$ cat src/rtl/pwm_ramp_wb_master.sv
// rtl/pwm_ramp_wb_master.sv - Wishbone initiator ramping four PWM duty bytes toward targets
// Optional post-write fault check enabled by `define PWM_RAMP_FAULT_CHECK_EN
module pwm_ramp_wb_master #(
   parameter logic [31:0] BASE_ADDR   = 32'h3000_0000,
   parameter int          TICK_DIV    = 256,
   parameter int          ACK_TIMEOUT = 16
) (
   input  logic        wb_clk_i,
   input  logic        wb_rst_i,
   input  logic        start_i,
   input  logic [31:0] target_i,
   input  logic [7:0]  step_i,
   output logic        busy_o,
   output logic        done_o,
   output logic        fault_o,
   output logic        timeout_o,
   output logic        wbm_cyc_o,
   output logic        wbm_stb_o,
   output logic        wbm_we_o,
   output logic [3:0]  wbm_sel_o,
   output logic [31:0] wbm_adr_o,
   output logic [31:0] wbm_dat_o,
   input  logic [31:0] wbm_dat_i,
   input  logic        wbm_ack_i
);
   localparam int TW = $clog2(TICK_DIV + 1);
   localparam int AW = $clog2(ACK_TIMEOUT + 1);
   localparam logic [TW-1:0] TICK_LAST = TW'(TICK_DIV - 1);
   localparam logic [AW-1:0] TO_LAST   = AW'(ACK_TIMEOUT - 1);

   typedef enum logic [2:0] {
      ST_IDLE      = 3'd0,
      ST_RD_PWM    = 3'd1,
      ST_WR_PWM    = 3'd2,
      ST_WAIT_TICK = 3'd3,
      ST_ERR       = 3'd4
`ifdef PWM_RAMP_FAULT_CHECK_EN
      , ST_RD_STAT = 3'd5
`endif
   } state_t;

   state_t          r_state, w_state_nxt;
   logic            r_cyc, r_we, r_busy, r_done, r_timeout;
   logic [3:0]      r_sel;
   logic [31:0]     r_adr, r_dat, r_tgt;
   logic [7:0]      r_step;
   logic [TW-1:0]   r_tick_cnt;
   logic [AW-1:0]   r_to_cnt;
   logic [31:0]     w_new;
   logic [3:0]      w_sel_new;
   logic [7:0]      w_cur, w_tgt, w_byte;
   logic            w_ack, w_to, w_bus_state, w_launch, w_is_wr, w_is_stat, w_accept;
   logic            w_fault_hit;

   assign w_ack    = r_cyc & wbm_ack_i;
   assign w_to     = r_cyc & ~wbm_ack_i & (r_to_cnt == TO_LAST);
   assign w_is_wr  = (r_state == ST_WR_PWM);
   assign w_accept = (r_state == ST_IDLE) & start_i;
`ifdef PWM_RAMP_FAULT_CHECK_EN
   assign w_is_stat   = (r_state == ST_RD_STAT);
   assign w_fault_hit = w_ack & w_is_stat &
                        (wbm_dat_i[7] | wbm_dat_i[15] | wbm_dat_i[23] | wbm_dat_i[31]);
`else
   assign w_is_stat   = 1'b0;
   assign w_fault_hit = 1'b0;
`endif
   assign w_bus_state = (r_state == ST_RD_PWM) | w_is_wr | w_is_stat;
   // A new bus cycle only starts from an idle bus, which keeps one gap cycle between strobes
   assign w_launch    = w_bus_state & ~r_cyc;

   // Per-byte step toward target, compared in 9 bits so neither direction can wrap
   always_comb begin
      w_new     = '0;
      w_sel_new = '0;
      w_cur     = '0;
      w_tgt     = '0;
      w_byte    = '0;
      for (int n = 0; n < 4; n++) begin
         w_cur = wbm_dat_i[8*n +: 8];
         w_tgt = r_tgt[8*n +: 8];
         if (w_cur < w_tgt)
            w_byte = (({1'b0, w_cur} + {1'b0, r_step}) > {1'b0, w_tgt}) ? w_tgt : w_cur + r_step;
         else if (w_cur > w_tgt)
            w_byte = ({1'b0, w_cur} < ({1'b0, w_tgt} + {1'b0, r_step})) ? w_tgt : w_cur - r_step;
         else
            w_byte = w_cur;
         w_new[8*n +: 8] = w_byte;
         w_sel_new[n]    = (w_byte != w_cur);
      end
   end

   always_ff @(posedge wb_clk_i or posedge wb_rst_i) begin
      if (wb_rst_i) r_state <= ST_IDLE;
      else          r_state <= w_state_nxt;
   end

   always_comb begin
      w_state_nxt = r_state;
      case (r_state)
         ST_IDLE:      if (start_i) w_state_nxt = ST_RD_PWM;
         ST_RD_PWM:    if (w_to) w_state_nxt = ST_ERR;
                       else if (w_ack) w_state_nxt = (w_sel_new == 4'h0) ? ST_IDLE : ST_WR_PWM;
`ifdef PWM_RAMP_FAULT_CHECK_EN
         ST_WR_PWM:    if (w_to) w_state_nxt = ST_ERR;
                       else if (w_ack) w_state_nxt = ST_RD_STAT;
         ST_RD_STAT:   if (w_to) w_state_nxt = ST_ERR;
                       else if (w_ack) w_state_nxt = w_fault_hit ? ST_ERR : ST_WAIT_TICK;
`else
         ST_WR_PWM:    if (w_to) w_state_nxt = ST_ERR;
                       else if (w_ack) w_state_nxt = ST_WAIT_TICK;
`endif
         ST_WAIT_TICK: if (r_tick_cnt == TICK_LAST) w_state_nxt = ST_RD_PWM;
         ST_ERR:       w_state_nxt = ST_IDLE;
         default:      w_state_nxt = ST_IDLE;
      endcase
   end

   always_ff @(posedge wb_clk_i or posedge wb_rst_i) begin
      if (wb_rst_i) begin
         r_cyc      <= 1'b0;
         r_we       <= 1'b0;
         r_sel      <= '0;
         r_adr      <= '0;
         r_dat      <= '0;
         r_busy     <= 1'b0;
         r_done     <= 1'b0;
         r_timeout  <= 1'b0;
         r_tgt      <= '0;
         r_step     <= '0;
         r_tick_cnt <= '0;
         r_to_cnt   <= '0;
      end else begin
         r_done     <= (r_state == ST_RD_PWM) & (w_state_nxt == ST_IDLE);
         r_tick_cnt <= (r_state == ST_WAIT_TICK) ? r_tick_cnt + 1'b1 : '0;
         if (w_accept) begin
            r_tgt     <= target_i;
            r_step    <= (step_i == 8'd0) ? 8'd1 : step_i;
            r_busy    <= 1'b1;
            r_timeout <= 1'b0;
         end else if (r_busy && (w_state_nxt == ST_IDLE || w_state_nxt == ST_ERR)) begin
            r_busy <= 1'b0;
         end
         if (w_launch) begin
            r_cyc    <= 1'b1;
            r_we     <= w_is_wr;
            r_sel    <= w_is_wr ? r_sel : 4'hF;
            r_adr    <= BASE_ADDR + (w_is_stat ? 32'h8 : 32'h0);
            r_to_cnt <= '0;
         end else if (r_cyc) begin
            if (wbm_ack_i) begin
               r_cyc <= 1'b0;
            end else if (w_to) begin
               r_cyc     <= 1'b0;
               r_timeout <= 1'b1;
            end else begin
               r_to_cnt <= r_to_cnt + 1'b1;
            end
         end
         if (w_ack && r_state == ST_RD_PWM) begin
            r_dat <= w_new;
            r_sel <= w_sel_new;
         end
      end
   end

`ifdef PWM_RAMP_FAULT_CHECK_EN
   logic r_fault;
   always_ff @(posedge wb_clk_i or posedge wb_rst_i) begin
      if (wb_rst_i)         r_fault <= 1'b0;
      else if (w_accept)    r_fault <= 1'b0;
      else if (w_fault_hit) r_fault <= 1'b1;
   end
   assign fault_o = r_fault;
`else
   assign fault_o = 1'b0;
`endif

   assign busy_o    = r_busy;
   assign done_o    = r_done;
   assign timeout_o = r_timeout;
   assign wbm_cyc_o = r_cyc;
   assign wbm_stb_o = r_cyc;
   assign wbm_we_o  = r_we;
   assign wbm_sel_o = r_sel;
   assign wbm_adr_o = r_adr;
   assign wbm_dat_o = r_dat;
endmodule

$ cat config.mk
export PLATFORM = sky130hd
export DESIGN_NAME = pwm_ramp_wb_master
export DESIGN_NICKNAME = d
export VERILOG_FILES = /design/src/rtl/pwm_ramp_wb_master.sv
export SDC_FILE = /design/constraint.sdc
export NUM_CORES = 1
export LEC_CHECK = 0
export ABC_AREA = 1
export BUFFER_PORTS_ARGS = -buffer_cell sky130_fd_sc_hd__clkbuf_2
export CAP_MARGIN = 20
export CORE_ASPECT_RATIO = 1.2
export CORE_MARGIN = 2
export CORE_UTILIZATION = 50
export DETAILED_ROUTE_END_ITERATION = 12
export GPL_ROUTABILITY_DRIVEN = 0
export PLACE_DENSITY = 0.81
export RECOVER_POWER = 25
export SYNTH_ARGS = -nofsm -noshare
export SYNTH_HDL_FRONTEND = slang
export SYNTH_SLANG_ARGS = --single-unit
$ cat constraint.sdc
create_clock -name wb_clk_i -period 9.7 [get_ports wb_clk_i]
set_clock_uncertainty 0.05 [all_clocks]
set_input_delay 1.94 -clock wb_clk_i [delete_from_list [all_inputs] [get_ports wb_clk_i]]
set_output_delay 1.94 -clock wb_clk_i [all_outputs]
set_load 0.005 [all_outputs]
## Yosys cells after proc, flatten, opt, wreduce, memory -nomap -nowiden

Index checks and enable logic that the tools add are counted.

| word-level totals | value |
|---|---|
| bits in registers | 99 |
| ROM bits | 0 |
| output and inout port bits | 75 |
| latch bits | 0 |
| input port bits | 76 |
| word-level logic and storage cells | 125 |
| memories | 0 |
| bits in writable memories | 0 |

| cells by class | value |
|---|---|
| mux-type cells | 44 |
| reduce and logical (&&, ||, !) cells | 12 |
| $add $sub $neg | 18 |
| $lt $le $gt $ge | 16 |
| multipliers | 0 |
| shift operators | 0 |
| bitwise operators | 9 |
| equality and inequality tests | 13 |
| div/mod/pow operators | 0 |

Operators by type and width:

| kind | count |
|---|---|
| $mux 8 | 17 |
| $add 8x8->9 | 8 |
| $gt 9x8->1 | 4 |
| $lt 8x9->1 | 4 |
| $add 8x8->8 | 4 |
| $gt 8x8->1 | 4 |
| $lt 8x8->1 | 4 |
| $ne 8x8->1 | 4 |
| $sub 8x8->8 | 4 |
| $mux 5 | 4 |
| $mux 3 | 6 |
| $mux 4 | 3 |
| $pmux 3 s4 | 1 |
| $mux 1 | 11 |
| $add 9x1->9 const B | 1 |
| $eq 9x8->1 const B | 1 |
| $mux 9 | 1 |
| $logic_not 8->1 | 1 |
| $and 1x1->1 | 6 |
| $eq 3x2->1 const B | 2 |
| $logic_not 3->1 | 2 |
| $ne 2x1->1 const B | 3 |
| $reduce_bool 2->1 | 3 |
| $add 5x1->5 const B | 1 |
| other kinds (11) | 13 |

## Logic depth before layout (Yosys ltp)

| logic depth | value |
|---|---|
| depth in word-level cells | 16 |
| gate-level depth with buffers | 34 |
| gate-level depth less buffers | 33 |

## Worst setup path after synthesis

Ideal clock, no wire load.

| timing | value |
|---|---|
| path kind | input to register |
| start | in wbm_dat_i[2] |
| end | reg r_busy (netlist: busy_o) |
| arrival time | 4.810 ns |
| data required time | 9.521 ns |
| setup time | 0.129 ns |
| cell stages on the path | 33 |
| slack | 4.712 ns |
| path buffers | 1 |
| path through | ha_1 -> buf_2 -> inv_1 -> a21o_1 -> a21oi_1 -> xor2_1 -> inv_1 -> ha_1 -> nand2_1 -> nor2_1 -> nand2_1 -> nand3_1 -> nand2_1 -> nand2_1 -> nand2_1 -> nand2_1 -> nand2_1 -> nand2_4 -> nand2_1 -> o21ai_1 -> nand2_1 -> nand2_1 -> nand2_1 -> nand2_1 -> nand2_1 -> nor2_1 -> nand2_1 -> nor2_1 -> nand2_1 -> nand2_2 -> nand3_2 -> nand2_1 -> nand2_1 |

| between the ends | value |
|---|---|
| cells in the longest elaborated chain, start to end | 14 |
| elaborated cells between the ends (all ways) | 22 |
| those cells by class | add/sub: 3; order compare: 4; eq/ne: 2; mux: 8; reduce/logical: 5 |

Ends and longest elaborated chain:

| element | RTL line | text |
|---|---|---|
| start, declared | 23 | `input logic [31:0] wbm_dat_i,` |
| $add 8x8->9 (tied with other cells) | 82 | `w_byte = (({1'b0, w_cur} + {1'b0, r_step}) > {1'b0, w_tgt}) ? w_tgt : w_cur + r_step;` |
| $gt 9x8->1 / $mux 8 (equally long branches) | 82, 84 |  |
| $mux 8, on equally long branches | 82, 83 |  |
| $mux 8 | 81 | `if (w_cur < w_tgt)` |
| $ne 8x8->1 * | 88 | `w_sel_new[n] = (w_byte != w_cur);` |
| $logic_not 4->1 * | 102 | `else if (w_ack) w_state_nxt = (w_sel_new == 4'h0) ? ST_IDLE : ST_WR_PWM;` |
| $mux 2 * | 102 |  |
| $mux 3 * | 102 |  |
| $mux 3 * | 101 | `ST_RD_PWM: if (w_to) w_state_nxt = ST_ERR;` |
| $pmux 3 s4 * | 99 | `case (r_state)` |
| $eq 3x3->1 / $logic_not 3->1 (equally long branches) | 140 | `end else if (r_busy && (w_state_nxt == ST_IDLE \|\| w_state_nxt == ST_ERR)) begin` |
| $logic_or 1x1->1 * | 140 |  |
| $logic_and 1x1->1 * | 140 |  |
| $reduce_bool 2->1 (no source line) * | - |  |
| end signal, assigned | 125 | `r_busy <= 1'b0;` |
| end signal, assigned | 138 | `r_busy <= 1'b1;` |
| end signal, assigned | 141 | `r_busy <= 1'b0;` |
| end, declared | 43 | `logic r_cyc, r_we, r_busy, r_done, r_timeout;` |

Every way passes the cells marked *; elsewhere a longest branch is shown, timed or not.
A chain may end at the register's enable or synchronous reset.

## Final worst setup path

| timing | value |
|---|---|
| start | in wbm_dat_i[18] |
| end | reg r_busy (netlist: busy_o) |

Same word-level chain as after synthesis.

==> out/results.tsv <==
stage	metric	value	unit
worst_setup_path	Worst EP required	9860	ps
job	Max Cap Viol	1	
global_route	gr usage total	0.272	
routing	1st-iter DRT viols	910	
die	core box area	23700	µm²
logic_synthesis	Synth Area in Adders	0.216	
die	initial cell density of the core	0.506	
logic_synthesis	Post-synth EDFFs	0	
routing	Vias/cell	5.59	
worst_setup_path	Crit Path Class	primary input to flip-flop	
logic_synthesis	sequential share of the synthesized area	0.206	
logic_synthesis	Netlist cell types	52	
logic_synthesis	multiplexer share of the synthesized area	0	
sta	Final setup viols	0	
worst_setup_path	Critical Path Start Type	primary input	
clock_tree	CTS tree	done	
finish	Fill cells	2325	
die	die height	174	µm
worst_setup_path	Most common cell on crit path	nand2_1	
die	die width	145	µm
global_route	initial antenna violation count	0	
clock_tree	Num CTS Buffers	9	
worst_setup_path	Slowest cell on crit path	ha_1	
worst_setup_path	Max Fanout on Critical Path	10	
worst_setup_path	slowest stage delay, CP	500	ps
min_path	Hold Path Class	flip-flop to flip-flop	
worst_setup_path	Worst setup EP type	flip-flop	
logic_synthesis	largest family of logic cells by synthesized area	simple AND/OR/NAND/NOR gates	
logic_synthesis	Synth area leader	dfrtp_1	
clock_tree	H-tree depth	3	
logic_synthesis	Synth Flop Type	dfrtp_1	
routing	WL per Instance	16.2	µm
logic_synthesis	Synth Cell Area	12000	µm²
logic_synthesis	synth warn	0	
finish	NumNets Final	2118	
logic_synthesis	top cells by area, synth	dfrtp_1, ha_1, nand2_1	
logic_synthesis	syn_area_per_cell	6.91	µm²
sta	Worst Tran Pin Value	2490	ps
status	failing checks	capacitance limit, slew limit	
logic_synthesis	ys async rst share	1.00	
status	status	complete, but fails checks	
clock_tree	worst skew pair latency	360	ps
routing	vias	12100	
finish	commonest cells after routing, fill and taps aside	nand2_1, inv_1, ha_1, nand3_1, clkbuf_2	
finish	Area Overhead vs Synth	8.95	%
global_route	first-pass GRT wire length	56000	µm
sta	fin. max-slew vios	61	
sta	Final Cycle Share	0.590	
place	placed wire-length estimate	27500	µm
die	die area	25300	µm²
logic_synthesis	number of synthesized register bits	99	
routing	Antenna Violating Nets Remaining	0	
sta	Hold Vio Cnt, Final	0	
sta	setup TNS	0	ps
finish	layout cells sized above 1	0.0991	
global_route	number of global-route vias before repair	11400	
clock_tree	clock transition at the registers of the reported paths	70	ps
clock_tree	clock root cell	clkbuf_16	
clock_tree	Max clock buf depth	2	
sta	maximum clock frequency	0.175	GHz
worst_setup_path	critical path arrival	5880	ps
sta	worst rel slew slack	-0.660	
routing	Total Wirelength	35100	µm
place	port bufs	119	
finish	# diodes	0	
die	IO Pins	151	
clock_tree	postcts setup bufs	0	
global_route	pin count of the biggest net entering global routing	76	
finish	commonest non-fill, non-tap cell in the layout	nand2_1	
sta	RSZ-0062 raised after global routing	false	
die	Row Count	62	
sta	Final Critical Period	5720	ps
routing	First-pass DRT Iterations	8	
global_route	total gr overflow	0	
clock_tree	Clock Sinks	99	
logic_synthesis	complex-gate fraction of the synthesized area	0.128	
clock_tree	hold-fix buffers at CTS	0	
logic_synthesis	Synth Area in XOR/XNOR	0.0474	
logic_synthesis	Synth top area share	0.206	
clock_tree	Post-CTS Resized	0	
routing	drt drc	0	
logic_synthesis	Cells after Synth	1737	
logic_synthesis	simple-gate share of the synthesized area	0.297	
## cell families after synthesis
group,count (synthesis)
AOI/OAI and AO/OA,263
xor gates and xnor gates,65
adders and majority gates,200
buffers and inverters,294
DFF,99
other,1
and+or+nand+nor,815
## flip-flops by register name, indices dropped and copies added (netlist names)
register and cells:
timeout_o 1, r_to_cnt 5, wbm_sel_o 4, r_state 3, done_o 1, r_step 8, wbm_cyc_o 1, wbm_adr_o 1
r_tick_cnt 9, busy_o 1, r_tgt 32, wbm_dat_o 32, wbm_we_o 1
## cell usage after synthesis (all sizes together) (14+ instances only)
| cell | instances |
|---|---|
| a21oi | 118 |
| a31oi | 22 |
| buf | 46 |
| clkbuf | 14 |
| dfrtp | 99 |
| ha | 188 |
| inv | 232 |
| nand2 | 489 |
| nand3 | 189 |
| nand4 | 33 |
| nor2 | 73 |
| o21ai | 80 |
| xor2 | 53 |
## layout make-up
class,count,area (µm²),share of cell area
clock inverters,3,46.3,0.00354
flip-flops and latches,99,2480,0.189
well taps,320,400,0.0306
inverters,234,880,0.0672
clock buffers,12,267,0.0204
repair buffers,124,623,0.0476
multi-input cells,1374,8390,0.641
## layer usage
| layer | routed length, µm | share of wire | global-route usage | vias to the layer above |
|---|---|---|---|---|
| met5 | 0 | 0 | 0 | - |
| met4 | 1500 | 0.043 | 0.121 | 0 |
| met3 | 2330 | 0.066 | 0.0308 | 94 |
| met2 | 16600 | 0.47 | 0.468 | 518 |
| met1 | 14600 | 0.42 | 0.343 | 5602 |
| li1 | - | - | - | 5898 |
## metrics by stage
step	hold slack [ps]	std cells	instance area [µm²]	worst slack, ps	util
after floorplan	383	1767	12100	4710	-
after detailed placement	418	2150	12800	3780	0.538
after global placement	404	2150	12800	3810	0.538
final	422	2166	13100	3980	0.551
after CTS	427	2165	13100	4110	0.551
after global routing	456	2166	13100	3660	0.551
## path summary, 6_finish.rpt
path	startpoint	endpoint	slack, ps	cells after the start
max in group asynchronous	wb_rst_i	r_tgt[11]$_DFFE_PP0P_	6340	3
setup reg to reg	r_step[1]$_DFFE_PP0P_	busy_o$_DFFE_PP0P_	4270	30
hold / removal	r_tick_cnt[0]$_DFF_PP0_	r_tick_cnt[0]$_DFF_PP0_	420	1
setup / recovery	wbm_dat_i[18]	busy_o$_DFFE_PP0P_	3980	32
hold reg to reg	r_tick_cnt[0]$_DFF_PP0_	r_tick_cnt[0]$_DFF_PP0_	420	1
min in group asynchronous	wb_rst_i	wbm_dat_o[30]$_DFFE_PP0P_	1750	2
## critical path, delay by kind of cell
family	cells	cell delay, ps
AND/OR/NAND/NOR	25	2350
XOR/XNOR	1	260
adder cells (fa/ha/maj)	2	810
AO/OA/AOI/OAI	1	170
buffers and inverters	3	340
Power is not shown: default switching activity piles up to over one toggle a cycle in this logic, so the estimate is an artifact.
